`config.mk`:
```
export PLATFORM = sky130hd
export DESIGN_NAME = rom_serializer
export DESIGN_NICKNAME = d
export VERILOG_FILES = /design/src/rtl/rom_serializer.sv
export SDC_FILE = /design/constraint.sdc
export NUM_CORES = 1
export LEC_CHECK = 0
export CORE_MARGIN = 8
export CORE_UTILIZATION = 40
export CTS_CLUSTER_DIAMETER = 30
export DETAILED_ROUTE_END_ITERATION = 8
export SLEW_MARGIN = 15
export SYNTH_ARGS = -nofsm -noshare
export SYNTH_HDL_FRONTEND = slang
export SYNTH_SLANG_ARGS = --single-unit
```
`constraint.sdc`:
```
create_clock -name clk1 -period 2.6 [get_ports clk1]
set_input_delay 0.52 -clock clk1 [delete_from_list [all_inputs] [get_ports clk1]]
set_output_delay 0.52 -clock clk1 [all_outputs]
set_load 0.02 [all_outputs]
```
`src/rtl/rom_serializer.sv`:
```
// Loadable WIDTH x DEPTH word memory streamed out one bit per clock, address 0..last,
// one-shot or looping. Define ROM_SERIALIZER_PARITY_EN to append an even-parity bit per word.
module rom_serializer #(
    parameter int WIDTH     = 8,
    parameter int DEPTH     = 16,
    parameter int ADDR_W    = 4,
    parameter int MSB_FIRST = 0
) (
    input  logic              clk1,
    input  logic              clear,
    input  logic              wr_en,
    input  logic [ADDR_W-1:0] wr_addr,
    input  logic [WIDTH-1:0]  wr_data,
    input  logic              start,
    input  logic              stop,
    input  logic              loop,
    input  logic [ADDR_W-1:0] last,
    output logic              out,
    output logic              out_valid,
    output logic              busy,
    output logic              done,
    output logic [ADDR_W-1:0] addr
);
    localparam int CNT_W = $clog2(WIDTH);
    localparam logic [CNT_W-1:0] LAST_BIT = CNT_W'(WIDTH - 1);

`ifdef ROM_SERIALIZER_PARITY_EN
    typedef enum logic [1:0] {IDLE, SHIFT, PAR} state_t;
`else
    typedef enum logic [1:0] {IDLE, SHIFT} state_t;
`endif

    state_t            state, state_n;
    logic [WIDTH-1:0]  mem [DEPTH];
    logic [WIDTH-1:0]  shreg, shreg_n;
    logic [CNT_W-1:0]  bitcnt, bitcnt_n;
    logic [ADDR_W-1:0] addr_r, addr_n;
    logic              loop_r, loop_n;
    logic [ADDR_W-1:0] last_r, last_n;
    logic              done_r, done_n;
    logic              word_end;
    logic [ADDR_W-1:0] nxt_addr;
    logic [WIDTH-1:0]  nxt_word;
`ifdef ROM_SERIALIZER_PARITY_EN
    logic              par_r, par_n;
`endif

    // Memory has no reset: clear must leave the loaded pattern intact.
    always_ff @(posedge clk1) begin
        if (wr_en) begin
            mem[wr_addr] <= wr_data;
        end
    end

    assign nxt_addr = (addr_r == last_r) ? '0 : addr_r + 1'b1;
    assign nxt_word = mem[nxt_addr];

    always_ff @(posedge clk1 or posedge clear) begin
        if (clear) begin
            state  <= IDLE;
            shreg  <= '0;
            bitcnt <= '0;
            addr_r <= '0;
            loop_r <= 1'b0;
            last_r <= '0;
            done_r <= 1'b0;
`ifdef ROM_SERIALIZER_PARITY_EN
            par_r  <= 1'b0;
`endif
        end else begin
            state  <= state_n;
            shreg  <= shreg_n;
            bitcnt <= bitcnt_n;
            addr_r <= addr_n;
            loop_r <= loop_n;
            last_r <= last_n;
            done_r <= done_n;
`ifdef ROM_SERIALIZER_PARITY_EN
            par_r  <= par_n;
`endif
        end
    end

    always_comb begin
        state_n  = state;
        shreg_n  = shreg;
        bitcnt_n = bitcnt;
        addr_n   = addr_r;
        loop_n   = loop_r;
        last_n   = last_r;
        done_n   = 1'b0;
        word_end = 1'b0;
`ifdef ROM_SERIALIZER_PARITY_EN
        par_n    = par_r;
`endif
        case (state)
            IDLE: begin
                if (start) begin
                    state_n  = SHIFT;
                    shreg_n  = mem[0];
                    addr_n   = '0;
                    bitcnt_n = '0;
                    loop_n   = loop;
                    last_n   = last;
`ifdef ROM_SERIALIZER_PARITY_EN
                    par_n    = ^mem[0];
`endif
                end
            end
            SHIFT: begin
                if (stop) begin
                    state_n = IDLE;
                end else begin
                    shreg_n  = (MSB_FIRST != 0) ? (shreg << 1) : (shreg >> 1);
                    bitcnt_n = bitcnt + 1'b1;
                    if (bitcnt == LAST_BIT) begin
`ifdef ROM_SERIALIZER_PARITY_EN
                        state_n = PAR;
`else
                        word_end = 1'b1;
`endif
                    end
                end
            end
`ifdef ROM_SERIALIZER_PARITY_EN
            PAR: begin
                if (stop) begin
                    state_n = IDLE;
                end else begin
                    word_end = 1'b1;
                end
            end
`endif
            default: state_n = IDLE;
        endcase

        // Next-word step shared by the SHIFT boundary and the end of PAR.
        if (word_end) begin
            bitcnt_n = '0;
            if (addr_r != last_r || loop_r) begin
                state_n = SHIFT;
                addr_n  = nxt_addr;
                shreg_n = nxt_word;
`ifdef ROM_SERIALIZER_PARITY_EN
                par_n   = ^nxt_word;
`endif
            end else begin
                state_n = IDLE;
                done_n  = 1'b1;
            end
        end
    end

    always_comb begin
        out = 1'b0;
        case (state)
            SHIFT:   out = (MSB_FIRST != 0) ? shreg[WIDTH-1] : shreg[0];
`ifdef ROM_SERIALIZER_PARITY_EN
            PAR:     out = par_r;
`endif
            default: out = 1'b0;
        endcase
    end

    assign busy      = (state != IDLE);
    assign out_valid = busy;
    assign done      = done_r;
    assign addr      = addr_r;

endmodule

```
## Yosys cells after proc, flatten, opt, wreduce, memory -nomap -nowiden

Memory sizes are Yosys's and may differ from the RTL's.
Cells that the tools add are included.

- Output and inout port bits: 8
- RAM bits: 128
- Bits of input ports: 22
- Bits in registers: 23
- Word-level logic and storage cells: 51
- Memories kept: 1

Memory list:

| name | depth | width | rd ports | clocked after Yosys merged registers in | write ports | line | RTL |
|---|---|---|---|---|---|---|---|
| mem | 16 | 8 | 2 | 0 | 1 | 34 | `logic [WIDTH-1:0] mem [DEPTH];` |

- Equality and inequality tests: 7
- Mux-type cells: 27
- $add $sub $neg: 2
- Reduce and logical (&&, ||, !) cells: 7

Operator list:

| operator | count |
|---|---|
| $mux 8 | 4 |
| $mux 4 | 5 |
| $pmux 8 s2 | 1 |
| $mux 1 | 9 |
| $mux 3 | 3 |
| $ne 3x3->1 const B | 3 |
| $mux 2 | 3 |
| $pmux 3 s2 | 1 |
| $add 4x1->4 const B | 1 |
| $eq 4x4->1 | 1 |
| $ne 4x4->1 | 1 |
| $pmux 2 s2 | 1 |
| $reduce_and 2->1 | 2 |
| $add 3x1->3 const B | 1 |
| $eq 3x3->1 const B | 1 |
| $reduce_and 3->1 | 1 |
| $reduce_bool 3->1 | 1 |
| $eq 2x1->1 const B | 1 |
| $logic_not 2->1 | 1 |
| $reduce_bool 2->1 | 1 |
| $logic_or 1x1->1 | 1 |

## Logic depth before layout (Yosys ltp)

- Depth after elaboration: 6
- Mapped depth: 9
- Depth with buffers taken out: 7

## Worst setup path after synthesis

Ideal clock, no wire load.

- Kind: register -> register
- Start point: register addr_r[1], in the netlist addr[1]
- End point: register shreg[2]
- Required time: 2,461 ps
- Setup slack: 411 ps
- Clock period less this slack: 2,189 ps
- Path buffers: 3
- Arrival time: 2,050 ps
- Stages on the path, launching flop included: 9
- Setup time: 139 ps
- Cell sequence: dfrtp_1 -> ha_1 -> clkbuf_1 -> buf_2 -> buf_2 -> mux4_2 -> inv_1 -> a2bb2oi_1 -> o221ai_1

- Longest elaborated chain between the ends: 5
- Elaborated cells between the ends (all ways): 8
- Classes of those cells: add/sub: 1; eq/ne: 2; mux: 3; reduce/logical: 1; memory: 1

RTL lines:

| item | line | RTL |
|---|---|---|
| start, declared | 37 | `logic [ADDR_W-1:0] addr_r, addr_n;` |
| start signal, assigned | 74 | `addr_r <= addr_n;` |
| $add 4x1->4 or $eq 4x4->1 (tied branches) | 55 | `assign nxt_addr = (addr_r == last_r) ? '0 : addr_r + 1'b1;` |
| $mux 4 | 55 |  |
| $mem_v2 16x8 | - |  |
| $mux 8 * | 140 | `if (addr_r != last_r \|\| loop_r) begin` |
| $mux 8 * | 138 | `if (word_end) begin` |
| via shreg_n[2] | 35 | `logic [WIDTH-1:0] shreg, shreg_n;` |
| end signal, assigned | 72 | `shreg <= shreg_n;` |
| end, declared | 35 |  |

The timed path passes the listed nets; every way through them passes the cells marked *.
A chain may end at the register's enable or synchronous reset.

## Worst setup path in the final report

- Start point: register addr_r[2], in the netlist addr[2]
- End point: output addr[2]

RTL lines:

| item | line | RTL |
|---|---|---|
| end, declared | 22 | `output logic [ADDR_W-1:0] addr` |

No word-level cell between the ends.

==> flow_metrics.py <==
metrics = {
    "drt": {
        "drt_iter0_drc": 245,
        "first_pass_iters": 4,
        "detail-route-antenna-nets": 0,
        "wl_mm": 14.0,
        "remaining_drc_errors": 0,
        "vias_per_cell": 5.36,
        "wl_per_cell_um": 20.1,
        "vias": 3739,
    },
    "power": {
        "p_leak_nw": 2.53,
        "power.density_mw_per_mm2": 724,
        "ir_drop_mv": 0.707,
    },
    "clock_tree": {
        "insertion_delay_ns": 0.42,
        "cts_setup_buffers": 0,
        "cts_root_buffer": "clkbuf_16",
        "clock_path_buffers": 2,
        "cts.reportedPaths.clkPinSlew_ns": 0.06,
        "cts_resized": 0,
        "cts-buffers-inserted": 17,
        "hold_buffers": 0,
        "clock_sinks": 150,
        "cts-htree-levels": 4,
        "cts_tree": "yes",
    },
    "logic_synthesis": {
        "syn-mean-instance-area_um2": 15.2,
        "syn_nets": 443,
        "yosys_register_bits": 150,
        "async_flop_share": 0.147,
        "yosysWarnings": 0,
        "ys.flop_type": "edfxtp_1",
        "synthMostInstantiatedCell": "edfxtp_1",
        "synthTopCellsByArea": "edfxtp_1 (60%), dfrtp_1 (8.6%), mux4_2 (5.3%), mux2i_1 (3.0%), o21ai_0 (2.6%)",
        "synth_cell_types": 47,
        "syn-instance-count": 418,
        "synth_top_area_cell": "edfxtp_1",
        "synth-edff-count": 128,
        "syn-cell-area_mm2": 0.00637,
        "yosysTopAreaCellShare": 0.604,
        "ys_seq_area_frac": 0.690,
        "synth.top_cells.by_count": "edfxtp_1 (128), o21ai_0 (33), dfrtp_1 (22), nand2_1 (22), mux2i_1 (19)",
    },
    "global_routing": {
        "grt_busiest_layer": "met2",
        "met2_usage": 0.238,
        "grt-ovfl-total": 0,
        "grt_max_degree": 50,
        "grt_use_met1": 0.196,
        "grt_pass1_wl_mm": 22.5,
        "grt_antenna_before_repair": 0,
        "globalRouteTotalUtil": 0.149,
        "grt_pass1_vias": 3885,
        "grt_use_met3": 0.0382,
    },
    "floorplanning": {
        "rows": 46,
        "initial_core_util": 0.405,
        "io_pins": 30,
        "core-area_mm2": 0.0157,
        "die_y_um": 142,
        "dieArea_mm2": 0.0202,
        "die_x_um": 142,
    },
    "timing": {
        "fmax_mhz": 466,
        "slew_headroom": 0.422,
        "report.final.hold_viol_count": 0,
        "slew_viol_final": 0,
        "setup_violations": 0,
        "fin_tns_setup_ns": 0,
        "grt_setup_unrepaired": "no",
        "finalCritPeriodShare": 0.826,
        "fin_ws_ns": 0.452,
        "final.setup_skew_ns": 0.00611,
        "fin_crit_ns": 2.15,
        "tightest_slew_ns": 0.867,
    },
    "critical_path": {
        "r2r_slack_ns": 0.47,
        "arrival_ns": 1.63,
        "cp_data_required_time_ns": 2.08,
        "worstReg2RegEnd": "shreg[6]$_DFF_PP0_",
        "critPathKind": "flop to output port",
        "path_max_fanout": 5,
        "crit_chain": "clkdlybuf4s50_1",
        "cp-start-kind": "flop",
        "crit_buf_inv": 1,
        "slowest_stage": "clkdlybuf4s50_1",
        "max_stage_delay_ns": 0.68,
        "reg2reg_from": "addr[0]$_DFF_PP0_",
        "crit_family": "buffers and inverters",
        "end_kind": "output port",
        "reg2reg_depth": 6,
        "path_depth": 1,
    },
    "worst_hold_path": {
        "hold_end": "last_r[0]$_DFFE_PP0P_",
        "min_from": "last_r[0]$_DFFE_PP0P_",
        "hold_depth": 2,
        "hp-class": "flop to flop",
    },
    "placed_design": {
        "routabilityCongestion": 0.826,
        "io_buffers": 29,
        "dp_slack_ns": 0.252,
        "place_hpwl_mm": 9.14,
    },
    "layout": {
        "fill_cells": 1358,
        "finalNetCount": 493,
        "final_util": 0.482,
        "drive_above_1_share": 0.175,
        "area_delta_synth_final_pct": 18.9,
        "diodes": 0,
    },
    "job": {
        "drv_cap": 0,
    },
    "outcome": {
        "run_status": "completed",
    },
}
sequential cells by signal, indices dropped and copies added (netlist names):
signal  count
addr        4
bitcnt      3
done        1
last_r      4
loop_r      1
mem       128
shreg       8
state       1
where the power goes:
part           switching [mW]  internal, mW
Sequential             0.0628          2.72
Combinational           0.277         0.214
Clock                   0.979          1.23
Total                    1.32          4.16
cell usage in the layout, fill, tap and decap left out, types with 2 or more instances in the layout:
master           instances
nor2_1                  17
a22oi_1                  8
clkinv_1                 3
clkinvlp_4               2
o221ai_1                 7
and2_1                   2
a211oi_1                 7
nand2b_1                 5
nand3_1                  8
o21ai_1                  4
mux4_2                  15
a22o_1                   2
ha_1                     3
nor3_1                   6
a2bb2oi_1                8
mux2i_1                 19
buf_12                   3
a21oi_1                  8
o21ai_0                 33
xnor2_1                  4
inv_8                    2
clkdlybuf4s50_1         29
a31oi_1                  7
mux2_2                   8
a21o_1                   3
nand4_1                  2
edfxtp_1               128
nand2_1                 22
nor2b_1                 11
clkbuf_16               17
clkinv_2                 2
buf_4                   23
inv_6                    2
nand3b_1                 8
o211ai_1                 3
inv_1                   10
clkinv_4                 3
dfrtp_1                 21
worst max path at each step:
stage	startpoint	to
after CTS	addr[2]$_DFF_PP0_	addr[2]
after global placement	stop	shreg[3]$_DFF_PP0_
after floorplan	addr[1]$_DFF_PP0_	shreg[2]$_DFF_PP0_
after global routing	addr[0]$_DFF_PP0_	shreg[3]$_DFF_PP0_
after detailed placement	stop	shreg[6]$_DFF_PP0_
final	addr[2]$_DFF_PP0_	addr[2]
final cells by class:
cell class                 instances  area [um^2]  area share
clock inverter                    14          103      0.0136
sequential                       150         4400       0.581
clock buffer                      18          429      0.0567
tap                              216          270      0.0357
inverter                          10         37.5     0.00496
timing repair buffer              55          523      0.0691
multi-input combinational        234         1810       0.239
layer usage:
metal / wire, um / vias to the layer above / share of wire
met3: 688 / 15 / 0.049
li1: - / 1739 / -
met5: 0 / - / 0
met1: 6390 / 1886 / 0.46
met2: 6780 / 99 / 0.48
met4: 174 / 0 / 0.012
through the flow:
step	hold slack, ns	cells	cell area, um^2	power (mW)
CTS	0.509	697	7570	5.52
detailed placement	0.489	665	7040	3.32
global placement	0.487	665	7040	3.31
global route	0.516	697	7570	5.68
finish	0.507	697	7570	5.48
floorplan	0.444	418	6370	3.12
cell families (layout without fill, tap and decap cells):
family | count (synthesis) | in the layout | synth area share
flip-flops | 150 | 150 | 0.690
AO/OA/AOI/OAI | 98 | 98 | 0.102
AND/OR/NAND/NOR | 85 | 85 | 0.0684
multiplexers | 42 | 42 | 0.0971
buffers and inverters | 34 | 97 | 0.0252
XOR/XNOR | 6 | 6 | 0.0112
adder cells (fa/ha/maj) | 3 | 3 | 0.00590
Note: power is estimated with default switching activity, not from simulation.
